$ cat src/rtl/sync_fifo_ctrl.sv
// ---------------------------------------------------------------------------
// sync_fifo_ctrl
// Single-clock FIFO pointer/flag controller for an external dual-port RAM.
// Keeps binary read/write pointers with a lap bit, an occupancy count, and
// registered full/empty/almost flags plus overflow/underflow reporting.
//
// Optional feature macro: FIFO_ERR_STICKY_EN
//   defined   -> overflow/underflow hold until err_clr, clr or reset
//   undefined -> overflow/underflow are one-cycle registered pulses
//
// Parameters:
//   ADDR_W   - address width, DEPTH = 2**ADDR_W
//   AF_LEVEL - almost_full when count >= AF_LEVEL (1..DEPTH)
//   AE_LEVEL - almost_empty when count <= AE_LEVEL (0..DEPTH-1)
//
// Ports:
//   clk, rst_n     - clock (rising edge), async active-low reset
//   clr            - synchronous clear, beats wr_en/rd_en
//   wr_en, rd_en   - producer / consumer requests
//   err_clr        - clears sticky error flags (sticky build only)
//   wr_ack, rd_ack - accepted ops, double as RAM write/read enables
//   waddr, raddr   - RAM addresses
//   count          - occupancy 0..DEPTH
//   full, empty, almost_full, almost_empty - registered status flags
//   overflow, underflow - write while full / read while empty
// ---------------------------------------------------------------------------
module sync_fifo_ctrl #(
  parameter int ADDR_W   = 4,
  parameter int AF_LEVEL = 12,
  parameter int AE_LEVEL = 4
) (
  input  logic              clk,
  input  logic              rst_n,
  input  logic              clr,
  input  logic              wr_en,
  input  logic              rd_en,
  input  logic              err_clr,
  output logic              wr_ack,
  output logic              rd_ack,
  output logic [ADDR_W-1:0] waddr,
  output logic [ADDR_W-1:0] raddr,
  output logic [ADDR_W:0]   count,
  output logic              full,
  output logic              empty,
  output logic              almost_full,
  output logic              almost_empty,
  output logic              overflow,
  output logic              underflow
);

  localparam int DEPTH = 2 ** ADDR_W;
  localparam logic [ADDR_W:0] DEPTH_C = (ADDR_W+1)'(DEPTH);
  localparam logic [ADDR_W:0] AF_C    = (ADDR_W+1)'(AF_LEVEL);
  localparam logic [ADDR_W:0] AE_C    = (ADDR_W+1)'(AE_LEVEL);

  // Reject threshold settings that could never or always fire.
  generate
    if (AF_LEVEL < 1 || AF_LEVEL > DEPTH) begin : g_bad_af
      $error("sync_fifo_ctrl: AF_LEVEL out of range 1..DEPTH");
    end
    if (AE_LEVEL < 0 || AE_LEVEL > DEPTH - 1) begin : g_bad_ae
      $error("sync_fifo_ctrl: AE_LEVEL out of range 0..DEPTH-1");
    end
  endgenerate

  logic [ADDR_W:0] wptr;
  logic [ADDR_W:0] rptr;
  logic [ADDR_W:0] count_q;
  logic [ADDR_W:0] count_next;
  logic            full_q;
  logic            empty_q;
  logic            af_q;
  logic            ae_q;
  logic            ovf_q;
  logic            udf_q;
  logic            ovf_next;
  logic            udf_next;

  // Acceptance looks only at registered flags, so a simultaneous read never
  // makes room for a write in the same cycle (and vice versa).
  assign wr_ack = wr_en & ~full_q  & ~clr;
  assign rd_ack = rd_en & ~empty_q & ~clr;

  assign count_next = count_q + {{ADDR_W{1'b0}}, wr_ack}
                              - {{ADDR_W{1'b0}}, rd_ack};

  // Error flag next-state: sticky or single-cycle pulse depending on build.
  always_comb begin
    ovf_next = 1'b0;
    udf_next = 1'b0;
`ifdef FIFO_ERR_STICKY_EN
    // A new event in the err_clr cycle keeps the flag set.
    ovf_next = (wr_en & full_q)  | (ovf_q & ~err_clr);
    udf_next = (rd_en & empty_q) | (udf_q & ~err_clr);
`else
    ovf_next = wr_en & full_q;
    udf_next = rd_en & empty_q;
`endif
  end

`ifndef FIFO_ERR_STICKY_EN
  logic unused_err_clr;
  assign unused_err_clr = err_clr;
`endif

  // Pointer, count and flag registers. clr restores the reset state; the
  // lap bit in each pointer is carried along but only the low bits leave.
  always_ff @(posedge clk or negedge rst_n) begin
    if (!rst_n) begin
      wptr    <= '0;
      rptr    <= '0;
      count_q <= '0;
      full_q  <= 1'b0;
      empty_q <= 1'b1;
      af_q    <= 1'b0;
      ae_q    <= 1'b1;
      ovf_q   <= 1'b0;
      udf_q   <= 1'b0;
    end else if (clr) begin
      wptr    <= '0;
      rptr    <= '0;
      count_q <= '0;
      full_q  <= 1'b0;
      empty_q <= 1'b1;
      af_q    <= 1'b0;
      ae_q    <= 1'b1;
      ovf_q   <= 1'b0;
      udf_q   <= 1'b0;
    end else begin
      wptr    <= wptr + {{ADDR_W{1'b0}}, wr_ack};
      rptr    <= rptr + {{ADDR_W{1'b0}}, rd_ack};
      count_q <= count_next;
      full_q  <= (count_next == DEPTH_C);
      empty_q <= (count_next == '0);
      af_q    <= (count_next >= AF_C);
      ae_q    <= (count_next <= AE_C);
      ovf_q   <= ovf_next;
      udf_q   <= udf_next;
    end
  end

  assign waddr        = wptr[ADDR_W-1:0];
  assign raddr        = rptr[ADDR_W-1:0];
  assign count        = count_q;
  assign full         = full_q;
  assign empty        = empty_q;
  assign almost_full  = af_q;
  assign almost_empty = ae_q;
  assign overflow     = ovf_q;
  assign underflow    = udf_q;

endmodule

$ cat config.mk
export PLATFORM = sky130hd
export DESIGN_NAME = sync_fifo_ctrl
export DESIGN_NICKNAME = d
export VERILOG_FILES = /design/src/rtl/sync_fifo_ctrl.sv
export SDC_FILE = /design/constraint.sdc
export NUM_CORES = 1
export LEC_CHECK = 0
export ABC_AREA = 1
export ABC_CLOCK_PERIOD_IN_PS = 3240
export BUFFER_PORTS_ARGS = -buffer_cell sky130_fd_sc_hd__buf_2
export CORE_MARGIN = 5
export CORE_UTILIZATION = 43
export CTS_CLUSTER_DIAMETER = 120
export DETAILED_ROUTE_END_ITERATION = 6
export GPL_TIMING_DRIVEN = 0
export PLACE_DENSITY = 0.71
export SYNTH_ARGS = -nofsm -noshare
export SYNTH_HDL_FRONTEND = slang
export SYNTH_SLANG_ARGS = --single-unit
$ cat constraint.sdc
create_clock -name clk -period 3.24 [get_ports clk]
set_input_delay 0.162 -clock clk [delete_from_list [all_inputs] [get_ports clk]]
set_output_delay 0.162 -clock clk [all_outputs]
set_load 0.01 [all_outputs]
==> impl_metrics.csv <==
group,metric,value,unit
route,postRouteWirelength,1820,um
cells_and_area,area_growth_syn_to_layout,20.4,%
power,fin_total_pwr,0.908,mW
power,total_leakage_power,0.703,nW
timing,worst_clock_skew,0.00382,ns
power,vdd_ir_drop_max,0.396,mV
worst_setup_path,critical_path.most_common_cell,"nand2_1",
cells_and_area,n_antenna_cell,0,
cells_and_area,final_core_utilization,53.3,%
clocking,clkSlewWorstSetupHoldPaths,0.12,ns
clocking,clock_latency,0.30,ns
power,p_per_area,777,mW/mm^2
synth,yosys_most_used_dff,"dfrtp_1",
worst_setup_path,critPathMaxFanout,4,
floorplanning,placementRows,17,
clocking,ctsHtreeMaxLevel,1,
worst_setup_path,setup_slack_on_the_worst_flop_to_flop_path,1.0,ns
floorplanning,design.portCount,27,
cells_and_area,post_route_cells_drive_above_1_share,27.9,%
synth,synth.net_count,125,
timing,finalSetupViolations,0,
worst_setup_path,critPathRequiredTime,3.48,ns
worst_setup_path,worst-setup-path-type,"flip-flop to flip-flop",
timing,fmaxAchievable,0.446,GHz
synth,synth.ff_latch_count,19,
floorplanning,design.die.area,0.00331,sq mm
worst_setup_path,critical_path.reg2reg.startpoint,"empty",
global_route,groute.usage.overall,12.4,%
route,drt-wirelength-per-cell,10.8,um
route,dr.first_iter.drc_count,16,
run_status,status,"finished clean",
clocking,tritoncts,"built",
worst_setup_path,worst_path_largest_cell_delay,0.56,ns
cells_and_area,fin_nets,156,
place,placed_cell_area,0.00113,sq mm
worst_setup_path,start_kind,"flip-flop",
floorplanning,die-width,57.5,um
cells_and_area,design_area_final,0.00117,sq mm
synth,synth_enable_flop_cells,0,
place,port_buffers,25,
worst_setup_path,crit_path_cell_trace,"inv_1 -> nand3_2 -> or2_1 -> nand2_1 -> ha_1 -> fa_1 -> xnor2_1 -> and2b_1 -> nand2_1 -> nor2_1",
place,globalplace.congestion,0.840,
timing,final.period_utilization,69.2,%
route,detail_route.vias_per_cell,4.61,
route,drt.antenna.violating_nets,0,
global_route,maximum_number_of_pins_on_one_net_before_global_route_repair,20,
route,post-route-drc-count,0,
place,post-place-cells,163,
synth,post_synth_num_cell_types,21,
floorplanning,initial_utilization,44.3,%
clocking,cts.root.buffer_cell,"clkbuf_4",
clocking,post_cts.repair.setup_buffers,0,
floorplanning,die_span_y,57.5,um
worst_hold_path,worst_hold_path.endpoint,"count[2]",
global_route,grt_pass1_wl,3320,um
synth,synth_area,971,sq um
clocking,cts_inserted_buffers,3,
worst_hold_path,holdPathStages,2,
floorplanning,core_area,0.00219,sq mm
worst_setup_path,max_stage_delay_cell_worst_path,"dfstp_2",
clocking,number_of_sinks_driven_by_the_clock_tree,19,
global_route,total_gr_overflow,0,
route,first_pass_detailed_route_iteration_total,4,
cells_and_area,finalNonFillerCells,168,
timing,rsz_0062_raised_after_global_routing,"no",
worst_hold_path,hp-start,"clr",
synth,synth-async-reset-ratio,100,%
global_route,vias_in_the_first_global_route,818,
timing,slew-limit-headroom,69.8,%
place,detailedPlacementHpwl,1430,um
cells_and_area,filler_cells,222,
flow_run,cap_viol_max_count,0,
global_route,antenna_found_initial,0,
timing,tightestPinTransition,0.452,ns
worst_setup_path,worst_r2r_path_depth,10,
clocking,clockBufferDepth,2,
synth,synth-warning-count,0,
synth,synth_sequential_area_ratio,49.2,%
timing,timing_hold_violations_final,0,
timing,setup_tns,0,ns
timing,timing_max_transition_violations_final,0,
worst_setup_path,cp_data_arrival_time,2.48,ns
worst_setup_path,critical_path.reg2reg.endpoint,"full",
route,routed-via-count,775,
synth,syn-mean-instance-area,8.83,sq um
timing,layout_min_cycle_time,2.24,ns
worst_hold_path,hold_path_class,"input port to flip-flop",
synth,synthesized_instance_count,110,
worst_setup_path,critical_path.endpoint_type,"flip-flop",
-- cell type report --
type	count	area, sq um	area share (%)
plain buffers	1	3.75	0.321
inverters	20	75.1	6.42
repair buffers	26	135	11.6
well taps	28	35.0	3.00
multi-input cells	70	414	35.4
clock inverters	1	5.00	0.428
flip-flops and latches	19	478	40.9
clock buffers	3	22.5	1.93
-- critical path, delay by kind of cell, from the launching register on --
kind	cells	cell delay [ns]
flip-flops	1	0.56
XOR/XNOR	1	0.26
AND/OR/NAND/NOR	6	0.65
adder cells (fa/ha/maj)	2	0.65
buffers and inverters	1	0.05
-- metal layers --
layer  track usage [%]  wire length [um]  up-vias
li1                  -                 -      397
met1              15.9               827      359
met2              20.8               855       17
met3              3.17               125        2
met4              2.98                 6        0
met5                 0                 0        -
-- per-stage QoR --
| step | worst slack, ns | hold slack [ns] |
|---|---|---|
| 6_report | 0.997 | 0.0748 |
| 5_1_grt | 0.800 | 0.0627 |
| 4_1_cts | 0.954 | 0.0671 |
| 3_5_place_dp | 1.00 | 0.124 |
| 3_3_place_gp | 1.06 | 0.128 |
| 2_1_floorplan | 1.15 | -0.134 |
-- layout by cell type (no fill, tap or decap), types with 2 or more instances in the layout --
cell type	instances
nor2_2	2
dfrtp_1	17
dfstp_2	2
a21oi_1	3
clkbuf_4	3
nor2_1	14
buf_2	25
inv_1	17
o21ai_0	2
inv_2	2
nand3_1	10
xor2_1	2
nand3_2	2
nand2_1	21
ha_1	8
-- where the power goes --
part / internal, mW / total [mW] / switching (mW)
Clock: 0.0459 / 0.125 / 0.0792
Combinational: 0.178 / 0.459 / 0.282
Sequential: 0.296 / 0.323 / 0.0269
-- worst max path at each step --
| stage | depth (start not counted) | to | startpoint |
|---|---|---|---|
| floorplan | 10 | full | empty |
| global placement | 10 | full | empty |
| detailed placement | 10 | full | empty |
| CTS | 10 | full | empty |
| global route | 10 | full | empty |
| finish | 10 | full | empty |
-- synthesized netlist by cell type (2+ instances only) --
| cell type | count | area [sq um] |
|---|---|---|
| o21ai_0 | 2 | 10.0 |
| nand3_2 | 2 | 20.0 |
| ha_1 | 8 | 100 |
| a21oi_1 | 3 | 15.0 |
| nor2_1 | 14 | 52.6 |
| dfstp_2 | 2 | 52.6 |
| nand3_1 | 10 | 50.1 |
| dfrtp_1 | 17 | 425 |
| xor2_1 | 2 | 17.5 |
| inv_1 | 17 | 63.8 |
| nor2_2 | 2 | 12.5 |
| inv_2 | 2 | 7.51 |
| nand2_1 | 21 | 78.8 |
-- logic make-up (layout without fill, tap and decap cells) --
| group | Yosys count | count (layout) | share of synthesized area, % |
|---|---|---|---|
| compound gates | 6 | 6 | 3.48 |
| xor+xnor | 3 | 3 | 2.71 |
| fa+ha+maj | 9 | 9 | 12.4 |
| buf+inv | 21 | 51 | 8.12 |
| flops | 19 | 19 | 49.2 |
| simple gates | 52 | 52 | 24.1 |
-- sequential cells by signal, summed over array words and instances (netlist names) --
signal / cells
almost_full: 1
full: 1
overflow: 1
rptr: 4
count: 5
empty: 1
wptr: 4
almost_empty: 1
underflow: 1
-- repair_timing --
| action | CTS | global route |
|---|---|---|
| hold buffers | 1 | 0 |
| resized for setup | 0 | 0 |
| hold endpoints to repair | 17 | 0 |
(Power assumes the default switching activity.)
